$ cat src/rtl/profile_pkg.sv
// Shared definitions for the profile_player block.
// Declares the channel count, the code width, the FSM state type and the
// field layout of a table entry: {ch3, ch2, ch1, ch0, dwell}.
package profile_pkg;

  localparam int NUM_CH    = 4;
  localparam int PROFILE_W = 3;
  localparam int CODES_W   = NUM_CH * PROFILE_W;

  // The dwell field sits in the low bits of an entry.
  localparam int DWELL_LSB = 0;

  typedef enum logic [1:0] {
    IDLE  = 2'd0,
    PRIME = 2'd1,
    HOLD  = 2'd2
  } state_e;

  // The codes field starts directly above the dwell field, with ch0 lowest.
  function automatic int codes_lsb(input int dwell_w);
    return DWELL_LSB + dwell_w;
  endfunction

endpackage

$ cat src/rtl/profile_table.sv
// Simple dual-port RAM holding the step table.
// Ports: clk; i_wr_en/i_wr_addr/i_wr_data write port;
//        i_rd_en/i_rd_addr read port, o_rd_data valid one cycle after the read.
module profile_table #(
  parameter int WIDTH = 28,
  parameter int DEPTH = 16,
  parameter int AW    = $clog2(DEPTH)
) (
  input  logic             clk,
  input  logic             i_wr_en,
  input  logic [AW-1:0]    i_wr_addr,
  input  logic [WIDTH-1:0] i_wr_data,
  input  logic             i_rd_en,
  input  logic [AW-1:0]    i_rd_addr,
  output logic [WIDTH-1:0] o_rd_data
);

  logic [WIDTH-1:0] r_mem [DEPTH];

  // NOTE: the array has no reset branch so it maps onto block RAM; the host
  // table survives a reset of the player.
  always_ff @(posedge clk) begin
    if (i_wr_en) r_mem[i_wr_addr] <= i_wr_data;
    if (i_rd_en) o_rd_data <= r_mem[i_rd_addr];
  end

endmodule

$ cat src/rtl/profile_player.sv
// Timed profile-pattern transmitter for four DDS channels.
// Replays a host-loaded table; each step presents one 3-bit code per channel
// for max(dwell, MIN_DWELL) cycles.
// Ports: clk, rst (sync, active high); i_wr_en/i_wr_addr/i_wr_data table write;
//        i_num_steps, i_loop_en sampled at start; i_start, i_stop control;
//        o_ch0..o_ch3_profile_ext registered codes; o_busy, o_done, o_step_idx.
module profile_player
  import profile_pkg::*;
#(
  parameter int DEPTH     = 16,
  parameter int DWELL_W   = 16,
  parameter int MIN_DWELL = 4
) (
  input  logic                         clk,
  input  logic                         rst,
  input  logic                         i_wr_en,
  input  logic [$clog2(DEPTH)-1:0]     i_wr_addr,
  input  logic [CODES_W+DWELL_W-1:0]   i_wr_data,
  input  logic [$clog2(DEPTH):0]       i_num_steps,
  input  logic                         i_loop_en,
  input  logic                         i_start,
  input  logic                         i_stop,
  output logic [PROFILE_W-1:0]         o_ch0_profile_ext,
  output logic [PROFILE_W-1:0]         o_ch1_profile_ext,
  output logic [PROFILE_W-1:0]         o_ch2_profile_ext,
  output logic [PROFILE_W-1:0]         o_ch3_profile_ext,
  output logic                         o_busy,
  output logic                         o_done,
  output logic [$clog2(DEPTH)-1:0]     o_step_idx
);

  localparam int AW        = $clog2(DEPTH);
  localparam int ENTRY_W   = CODES_W + DWELL_W;
  localparam int CODES_LSB = codes_lsb(DWELL_W);

  state_e               r_state, w_state_nxt;
  logic [AW-1:0]        r_idx, r_last;
  logic                 r_loop;
  logic [DWELL_W-1:0]   r_cnt;
  logic [CODES_W-1:0]   r_codes;
  logic [ENTRY_W-1:0]   r_buf;
  logic                 r_pf_pend;
  logic                 r_done;

  logic                 w_rd_en;
  logic [AW-1:0]        w_rd_addr;
  logic [ENTRY_W-1:0]   w_rd_data;
  logic                 w_load_first, w_advance, w_finish;
  logic [AW-1:0]        w_last_nxt;

  function automatic logic [AW-1:0] f_next(input logic [AW-1:0] idx,
                                           input logic [AW-1:0] last);
    return (idx == last) ? '0 : idx + 1'b1;
  endfunction

  // Counter reload value: effective dwell minus one, so cnt=0 marks the final cycle.
  function automatic logic [DWELL_W-1:0] f_eff_m1(input logic [DWELL_W-1:0] dwell);
    if (dwell < DWELL_W'(MIN_DWELL)) return DWELL_W'(MIN_DWELL - 1);
    else                             return dwell - 1'b1;
  endfunction

  profile_table #(.WIDTH(ENTRY_W), .DEPTH(DEPTH)) u_table (
    .clk       (clk),
    .i_wr_en   (i_wr_en),
    .i_wr_addr (i_wr_addr),
    .i_wr_data (i_wr_data),
    .i_rd_en   (w_rd_en),
    .i_rd_addr (w_rd_addr),
    .o_rd_data (w_rd_data)
  );

  // Index of the final step: 0 steps plays one, oversize requests clamp to the table.
  always_comb begin
    if (i_num_steps == '0)                       w_last_nxt = '0;
    else if (i_num_steps > (AW+1)'(DEPTH))       w_last_nxt = AW'(DEPTH - 1);
    else                                         w_last_nxt = AW'(i_num_steps - 1'b1);
  end

  // NOTE: every output of this block gets a default first, so no path can
  // leave one unassigned and infer a latch.
  always_comb begin
    w_state_nxt  = r_state;
    w_rd_en      = 1'b0;
    w_rd_addr    = '0;
    w_load_first = 1'b0;
    w_advance    = 1'b0;
    w_finish     = 1'b0;
    case (r_state)
      IDLE: begin
        if (i_start && !i_stop) begin
          w_rd_en     = 1'b1;
          w_state_nxt = PRIME;
        end
      end
      PRIME: begin
        if (i_stop) begin
          w_state_nxt = IDLE;
        end else begin
          w_load_first = 1'b1;
          w_rd_en      = 1'b1;
          w_rd_addr    = f_next('0, r_last);
          w_state_nxt  = HOLD;
        end
      end
      HOLD: begin
        if (i_stop) begin
          w_state_nxt = IDLE;
        end else if (r_cnt == '0) begin
          if (r_idx == r_last && !r_loop) begin
            w_finish    = 1'b1;
            w_state_nxt = IDLE;
          end else begin
            // The step being loaded is next(idx); prefetch the one after it.
            w_advance = 1'b1;
            w_rd_en   = 1'b1;
            w_rd_addr = f_next(f_next(r_idx, r_last), r_last);
          end
        end
      end
      default: w_state_nxt = IDLE;
    endcase
  end

  // NOTE: state is updated with non-blocking assignments so every register
  // samples the pre-edge values regardless of statement order.
  always_ff @(posedge clk) begin
    if (rst) begin
      r_state   <= IDLE;
      r_idx     <= '0;
      r_last    <= '0;
      r_loop    <= 1'b0;
      r_cnt     <= '0;
      r_codes   <= '0;
      r_buf     <= '0;
      r_pf_pend <= 1'b0;
      r_done    <= 1'b0;
    end else begin
      r_state   <= w_state_nxt;
      r_done    <= w_finish;
      // Prefetched data lands in the buffer one cycle after its read; every
      // dwell is at least two cycles, so this always precedes the next advance.
      r_pf_pend <= w_rd_en && (r_state != IDLE);
      if (r_pf_pend) r_buf <= w_rd_data;

      if (r_state == IDLE && w_state_nxt == PRIME) begin
        r_last <= w_last_nxt;
        r_loop <= i_loop_en;
        r_idx  <= '0;
      end

      // All twelve code bits load on one edge, so channels never show a mix of steps.
      if (w_load_first) begin
        r_codes <= w_rd_data[CODES_LSB +: CODES_W];
        r_cnt   <= f_eff_m1(w_rd_data[DWELL_LSB +: DWELL_W]);
        r_idx   <= '0;
      end else if (w_advance) begin
        r_codes <= r_buf[CODES_LSB +: CODES_W];
        r_cnt   <= f_eff_m1(r_buf[DWELL_LSB +: DWELL_W]);
        r_idx   <= f_next(r_idx, r_last);
      end else if (r_state == HOLD && !i_stop && r_cnt != '0) begin
        r_cnt <= r_cnt - 1'b1;
      end
    end
  end

  assign o_ch0_profile_ext = r_codes[0*PROFILE_W +: PROFILE_W];
  assign o_ch1_profile_ext = r_codes[1*PROFILE_W +: PROFILE_W];
  assign o_ch2_profile_ext = r_codes[2*PROFILE_W +: PROFILE_W];
  assign o_ch3_profile_ext = r_codes[3*PROFILE_W +: PROFILE_W];
  assign o_busy            = (r_state != IDLE);
  assign o_done            = r_done;
  assign o_step_idx        = r_idx;

endmodule

$ cat config.mk
export PLATFORM = sky130hd
export DESIGN_NAME = profile_player
export DESIGN_NICKNAME = d
export VERILOG_FILES = /design/src/rtl/profile_pkg.sv /design/src/rtl/profile_table.sv /design/src/rtl/profile_player.sv
export SDC_FILE = /design/constraint.sdc
export NUM_CORES = 1
export LEC_CHECK = 0
export BUFFER_PORTS_ARGS = -buffer_cell sky130_fd_sc_hd__buf_2
export CORE_MARGIN = 2
export CORE_UTILIZATION = 29
export CTS_CLUSTER_SIZE = 10
export DETAILED_ROUTE_END_ITERATION = 7
export PLACE_DENSITY = 0.42
export SYNTH_ARGS = -nofsm -noshare
export SYNTH_HDL_FRONTEND = slang
export SYNTH_SLANG_ARGS = --single-unit
$ cat constraint.sdc
create_clock -name clk -period 8.7 [get_ports clk]
set_clock_uncertainty 0.1 [all_clocks]
set_input_delay 1.305 -clock clk [delete_from_list [all_inputs] [get_ports clk]]
set_output_delay 1.305 -clock clk [all_outputs]
set_load 0.1 [all_outputs]
* After elaboration in Yosys (flattened, before gate mapping)
Memories as Yosys holds them, arrays and structs flattened. A register that Yosys moved wholly into a read port is not among the register bits.
Cells that the tools add are included.
Widths: inputs -> output; s select.
** Storage, ports and cells
- Bits in registers :: 69
- Bits in latches :: 0
- Memory bits (writable) :: 448
- Bits in read-only memories :: 0
- Bits of input ports :: 43
- Output and inout bits :: 18
- Logic and storage cells :: 81
- Memories kept :: 1
** Memory list
- u_table.r_mem :: depth 16, bits a word 28, read ports 1, clocked after memory_dff 1, wr ports 1, RTL line profile_table.sv:18 : logic [WIDTH-1:0] r_mem [DEPTH];
** Cells by class
- $add $sub $neg :: 6
- $mul :: 0
- Divide/modulo/power cells :: 0
- Order comparisons :: 3
- Equal/unequal tests :: 5
- Shifts and indexed selects :: 0
- Mux-type cells :: 36
- Bitwise operators :: 2
- Reduce and logical (&&, ||, !) cells :: 19
** Operators with widths (number)
- $mux 16 :: 5
- $sub 16x1->16 const B :: 3
- $mux 4 :: 9
- $lt 16x3->1 const B :: 2
- $mux 12 :: 2
- $logic_not 16->1 :: 1
- $reduce_bool 16->1 :: 1
- $mux 1 :: 12
- $mux 2 :: 5
- $add 4x1->4 const B :: 2
- $eq 4x4->1 :: 2
- $pmux 4 s2 :: 1
- $logic_and 1x1->1 :: 6
- $pmux 2 s3 :: 1
- $reduce_bool 2->1 :: 3
- $gt 5x5->1 const B :: 1
- $logic_not 5->1 :: 1
- $eq 2x1->1 const B :: 2
- $logic_not 4->1 :: 1
- $reduce_or 4->1 :: 1
- $sub 4x1->4 const B :: 1
- $pmux 1 s3 :: 1
- $reduce_bool 3->1 :: 1
- $eq 2x2->1 const B :: 1
- other kinds (4) :: 6

* Longest topological paths before layout
- Word-level depth :: 10
- Gate-level depth with buffers :: 14
- Depth with buffers taken out :: 11

* Modules after synthesis
Synthesis repeated with hierarchy kept, for this count alone.
** Unflattened totals
- Cell total of the unflattened synthesis :: 1270
- Area, all modules :: 22041.1 sq um
** Modules (own cells, without submodules)
- profile_table :: instances 1, cells an instance 735, area an instance 17803.3 sq um, sequential area each 14293.7 sq um
- profile_player :: instances 1, cells an instance 535, area an instance 4237.8 sq um, sequential area each 1381.3 sq um

* Worst setup path after synthesis
Ideal clock, no wire load.
- Path kind :: input to register
- From :: input port i_wr_addr[2]
- To :: memory u_table.r_mem[0][0], enable pin
- Setup time :: 0.448 ns
- Arrival time :: 3.755 ns
- Required time :: 8.152 ns
- Setup slack :: 4.396 ns
- Stages on the path :: 2
- Path buffers :: 0
- Cells stage by stage :: or3b_2 -> nor3_1
** RTL lines
- start: declaration :: RTL line profile_player.sv:17 : input logic [$clog2(DEPTH)-1:0] i_wr_addr,
- end: declaration :: RTL line profile_table.sv:18
Straight into the memory's write port.

* Final worst setup path
- From :: register r_idx[0] (netlist: o_step_idx[0])
- To :: register u_table.o_rd_data[7] (read register of u_table.r_mem) (data pin)
** Between the ends
- Longest elaborated chain between the ends :: 8
- Elaborated cells between the ends (all ways) :: 15
- Those cells by class :: 2 x add/sub; 2 x eq/ne; 10 x mux; 1 x reduce/logical
** RTL lines
- start: declaration :: RTL line profile_player.sv:37 : logic [AW-1:0] r_idx, r_last;
- start signal: assignment :: RTL line profile_player.sv:159 : r_idx <= f_next(r_idx, r_last);
- $add 4x1->4 / $eq 4x4->1 (equally long branches) :: RTL line profile_player.sv:53, profile_player.sv:109
- $mux 4 :: RTL line profile_player.sv:53 : return (idx == last) ? '0 : idx + 1'b1;
- $add 4x1->4 / $eq 4x4->1 (equally long branches) :: RTL line profile_player.sv:53
- $mux 4 :: RTL line profile_player.sv:53
- $mux 4 :: RTL line profile_player.sv:109 : if (r_idx == r_last && !r_loop) begin
- $mux 4 :: RTL line profile_player.sv:108 : end else if (r_cnt == '0) begin
- $mux 4 :: RTL line profile_player.sv:106 : if (i_stop) begin
- $pmux 4 s2 :: RTL line profile_player.sv:88 : case (r_state)
- end: declaration :: RTL line profile_table.sv:15 : output logic [WIDTH-1:0] o_rd_data
Several ways; a longest one is shown, not always the timed one.
A chain may end at the register's enable or synchronous reset.

==> metrics.md <==
| Metric | Value |
|---|---|
| Commonest non-fill, non-tap cell in the layout | edfxtp_1 |
| Syn avg cell area | between 15 and 20 um2 |
| Post-synth EDFFs | roughly 480 |
| Post-Synth Simple-Gate Area | 0.05997 |
| Top FF cell, synth | edfxtp_1 |
| Period minus WS final | a little under 5000 ps |
| DRC viols | 0 |
| Met1 Track Usage GR | 0.2214 |
| Adder-cell area share of the yosys netlist | 0.006116 |
| GRT overflow | 0 |
| Synth area leader | edfxtp_1 |
| Tcrit/Tclk final | 0.5688 |
| Synth unique cells | 56 |
| DP HPWL | 30860 um |
| Post-synthesis sequential area ratio | 0.7094 |
| Die W | between 200 and 300 um |
| Starting Density | 0.2919 |
| Slew headroom | 0.2378 |
| Post-CTS setup buffer count | 0 |
| Reg2reg setup slack | 3750 ps |
| Static Leak | about 7.9 nW |
| Largest cells by area after synthesis | edfxtp_1 (65%), mux2i_1 (12%), dfxtp_1 (6.3%), o22ai_1 (1.9%), nor2_1 (1.6%) |
| Fmax | 0.2021 GHz |
| CTS tree | built |
| Critical Path End Type | flip-flop |
| Setup TNS Final | 0 ps |
| Ys async rst share | 0 |
| Final Setup Violations | 0 |
| Fillers | roughly 7200 |
| Synth top area share | 0.6469 |
| Share of post-route cells with drive strength above 1 | 0.1332 |
| Clock transition at the registers of the reported paths | 50 ps |
| Synth Register Bits | ~550 |
| Antenna-violating nets left | 0 |
| Vias per cell | 4.959 |
| Worst r2r dst | u_table.o_rd_data[7] |
| Post-Synth XOR/XNOR Area | 0.01665 |
| Max Transition Viols Final | 0 |
| Largest family of logic cells by synthesized area | multiplexers |
| CTS Buffer Depth | 3 |
| Switching power | 1.281 mW |
| Worst-path maximum fanout | 75 |
| Vias in the first global route | 12620 |
| Critical Path RT | between 8000 and 9000 ps |
| DRT iter0 DRCs | between 1000 and 1500 |
| Area delta synth->final | 15.60% |
| Via count | 12520 |
| Initial antenna violation count | 7 |
| Drt total wl | roughly 59000 um |
| GR Util met3 | 0.02665 |
| Origin of the critical flop-to-flop path | o_step_idx[0] |
| Status | finished, final reports clean |
| # rows | ~100 |
| Worst min path class | reg2reg |
| Length of the first detailed-routing pass in iterations | 5 |
| WL per Instance | between 20 and 25 um |
| Gr busiest metal | met2 |
| NumNets Final | between 1500 and 2000 |
| P_int | about 4.5 mW |
| Worst Path Arrival | slightly above 5000 ps |
| Sw Ratio | 0.2233 |
| Mapped cell area | around 22000 um2 |
| First-pass GRT wire length | 86600 um |
| RSZ-0062 raised after global routing | false |
| H-tree depth reported by CTS | 3 |
| Total power | about 5.7 mW |
| GRT Util Overall | 0.1515 |
| N_diodes | 0 |
| Most frequent cells in the layout | edfxtp_1 (476), mux2i_1 (256), nor2_1 (84), dfxtp_1 (68) |
| Hold EP | r_codes[6] |
| Crit path launch type | flip-flop |
| Comb power frac | 0.051 |
| CTS Hold Bufs | 0 |
| Mapped Nets | between 1000 and 1500 |
| Core Region | about 76000 um2 |
| I/O pin count | between 60 and 70 |
| HP Start | r_codes[6] |
| Peak VDD IR | between 0.1 and 0.15 mV |
| CTS resizes | 0 |
| Max_cap viols | 0 |
| CTS Buf Count | 67 |
| Clock power frac | 0.435 |
| Endpoints failing hold | 0 |
| Worst R2R Path Depth | 10 |
| Synth warnings | 0 |
| CTS root buf | clkbuf_16 |
| Least-Margin Pin Slew | between 1000 and 1500 ps |
| Buffers on Ports | 60 |
| Crit path kind | reg2reg |
| Cells after Synth | around 1400 |
| Die ar. | between 70000 and 80000 um2 |
| Gpl congestion | around 0.7 |
| Post-synthesis mux area share | 0.1160 |
| Sequential power share | 0.514 |
| Largest net degree at the start of global routing | 76 |
| Power per standard cell area | approximately 220 nW/um2 |
| Hold Path Depth | 2 |
| Clk sinks | ~550 |
| Worst-Skew Late Latency | 600 ps |
| Die Y | 280.0 um |
| Met2 global-route usage | 0.2285 |
| Synth Area in Compound Gates | 0.06965 |
[synth_stat cells, types with 21 or more instances]
library cell and n:
o22ai_1 67, or3_1 28, dfxtp_1 69, o221ai_1 30
mux2i_1 256, nor2_1 96, o22a_1 28, clkbuf_1 21
nand2_1 61, edfxtp_1 476, xor2_1 22, nor3_1 24
[logic make-up (layout without fill, tap and decap cells)]
group	count (synthesis)	count (layout)
compound gates	207	207
xor+xnor	42	42
fa+ha+maj	11	11
buf+inv	83	212
flops	545	545
mux	256	256
simple gates	273	273
[sequential cells by signal (all words and copies together) (netlist names)]
signal,flops
r_last,4
o_done,1
r_pf_pend,1
r_loop,1
r_cnt,16
r_buf,28
u_table.o_rd_data,28
r_state,2
u_table.r_mem,448
r_codes,12
o_step_idx,4
[power groups by stage]
stage / clock [mW] / combinational (mW) / sequential [mW]
2_1_floorplan: 0 / 0.164 / 3.01
3_3_place_gp: 0 / 0.292 / 3.00
3_5_place_dp: 0 / 0.295 / 3.00
4_1_cts: 2.58 / 0.296 / 2.95
5_1_grt: 2.68 / 0.322 / 2.96
6_report: 2.49 / 0.292 / 2.95
[metal layers]
metal  vias up  share of wire
met3        84          0.044
met5         -        0.00075
met2       287           0.44
met1      6387           0.49
met4         6          0.020
li1       5753              -
[layout make-up]
type,instances,area (um2),share of cell area
flip-flops and latches,545,15680,0.6137
multi-input cells,789,6067,0.2375
clock buffers,85,1754,0.06868
well taps,978,1224,0.04791
repair buffers,93,573.1,0.02243
clock inverters,16,181.4,0.007103
inverters,18,67.56,0.002645
[through the flow]
| stage | hold WS, ps | cell area, um2 | util | setup slack [ps] | std cells |
|---|---|---|---|---|---|
| 2_1_floorplan | 345.0 | 22100 | - | 4396 | 1417 |
| 3_3_place_gp | 365.4 | 23610 | 0.3119 | 3472 | 2423 |
| 3_5_place_dp | 369.7 | 23610 | 0.3119 | 3434 | 2423 |
| 4_1_cts | 375.0 | 25540 | 0.3374 | 3720 | 2524 |
| 5_1_grt | 396.7 | 25540 | 0.3374 | 3402 | 2524 |
| 6_report | 373.2 | 25540 | 0.3374 | 3751 | 2524 |
[worst max-delay path by stage]
stage                              from               endpoint  slack [ps]  cells past startpoint
after floorplan            i_wr_addr[2]    u_table.r_mem[0][0]        4400                      2
after global placement           i_stop  u_table.o_rd_data[21]        3470                     10
after detailed placement         i_stop  u_table.o_rd_data[20]        3430                     10
after CTS                 o_step_idx[0]   u_table.o_rd_data[7]        3720                     10
after global routing      o_step_idx[0]  u_table.o_rd_data[19]        3400                     10
final                     o_step_idx[0]   u_table.o_rd_data[7]        3750                     10
[worst max-delay path, stage by stage (launching register included)]
cell      delay (ps)
dfxtp_1          600
xor2_1           170
nor4_4           580
nor2_1           130
xor2_1           420
o2111a_4        1050
buf_12           480
mux2i_1          300
o22a_1           150
o221ai_1         100
or3_1            420
(Power assumes the default switching activity.)
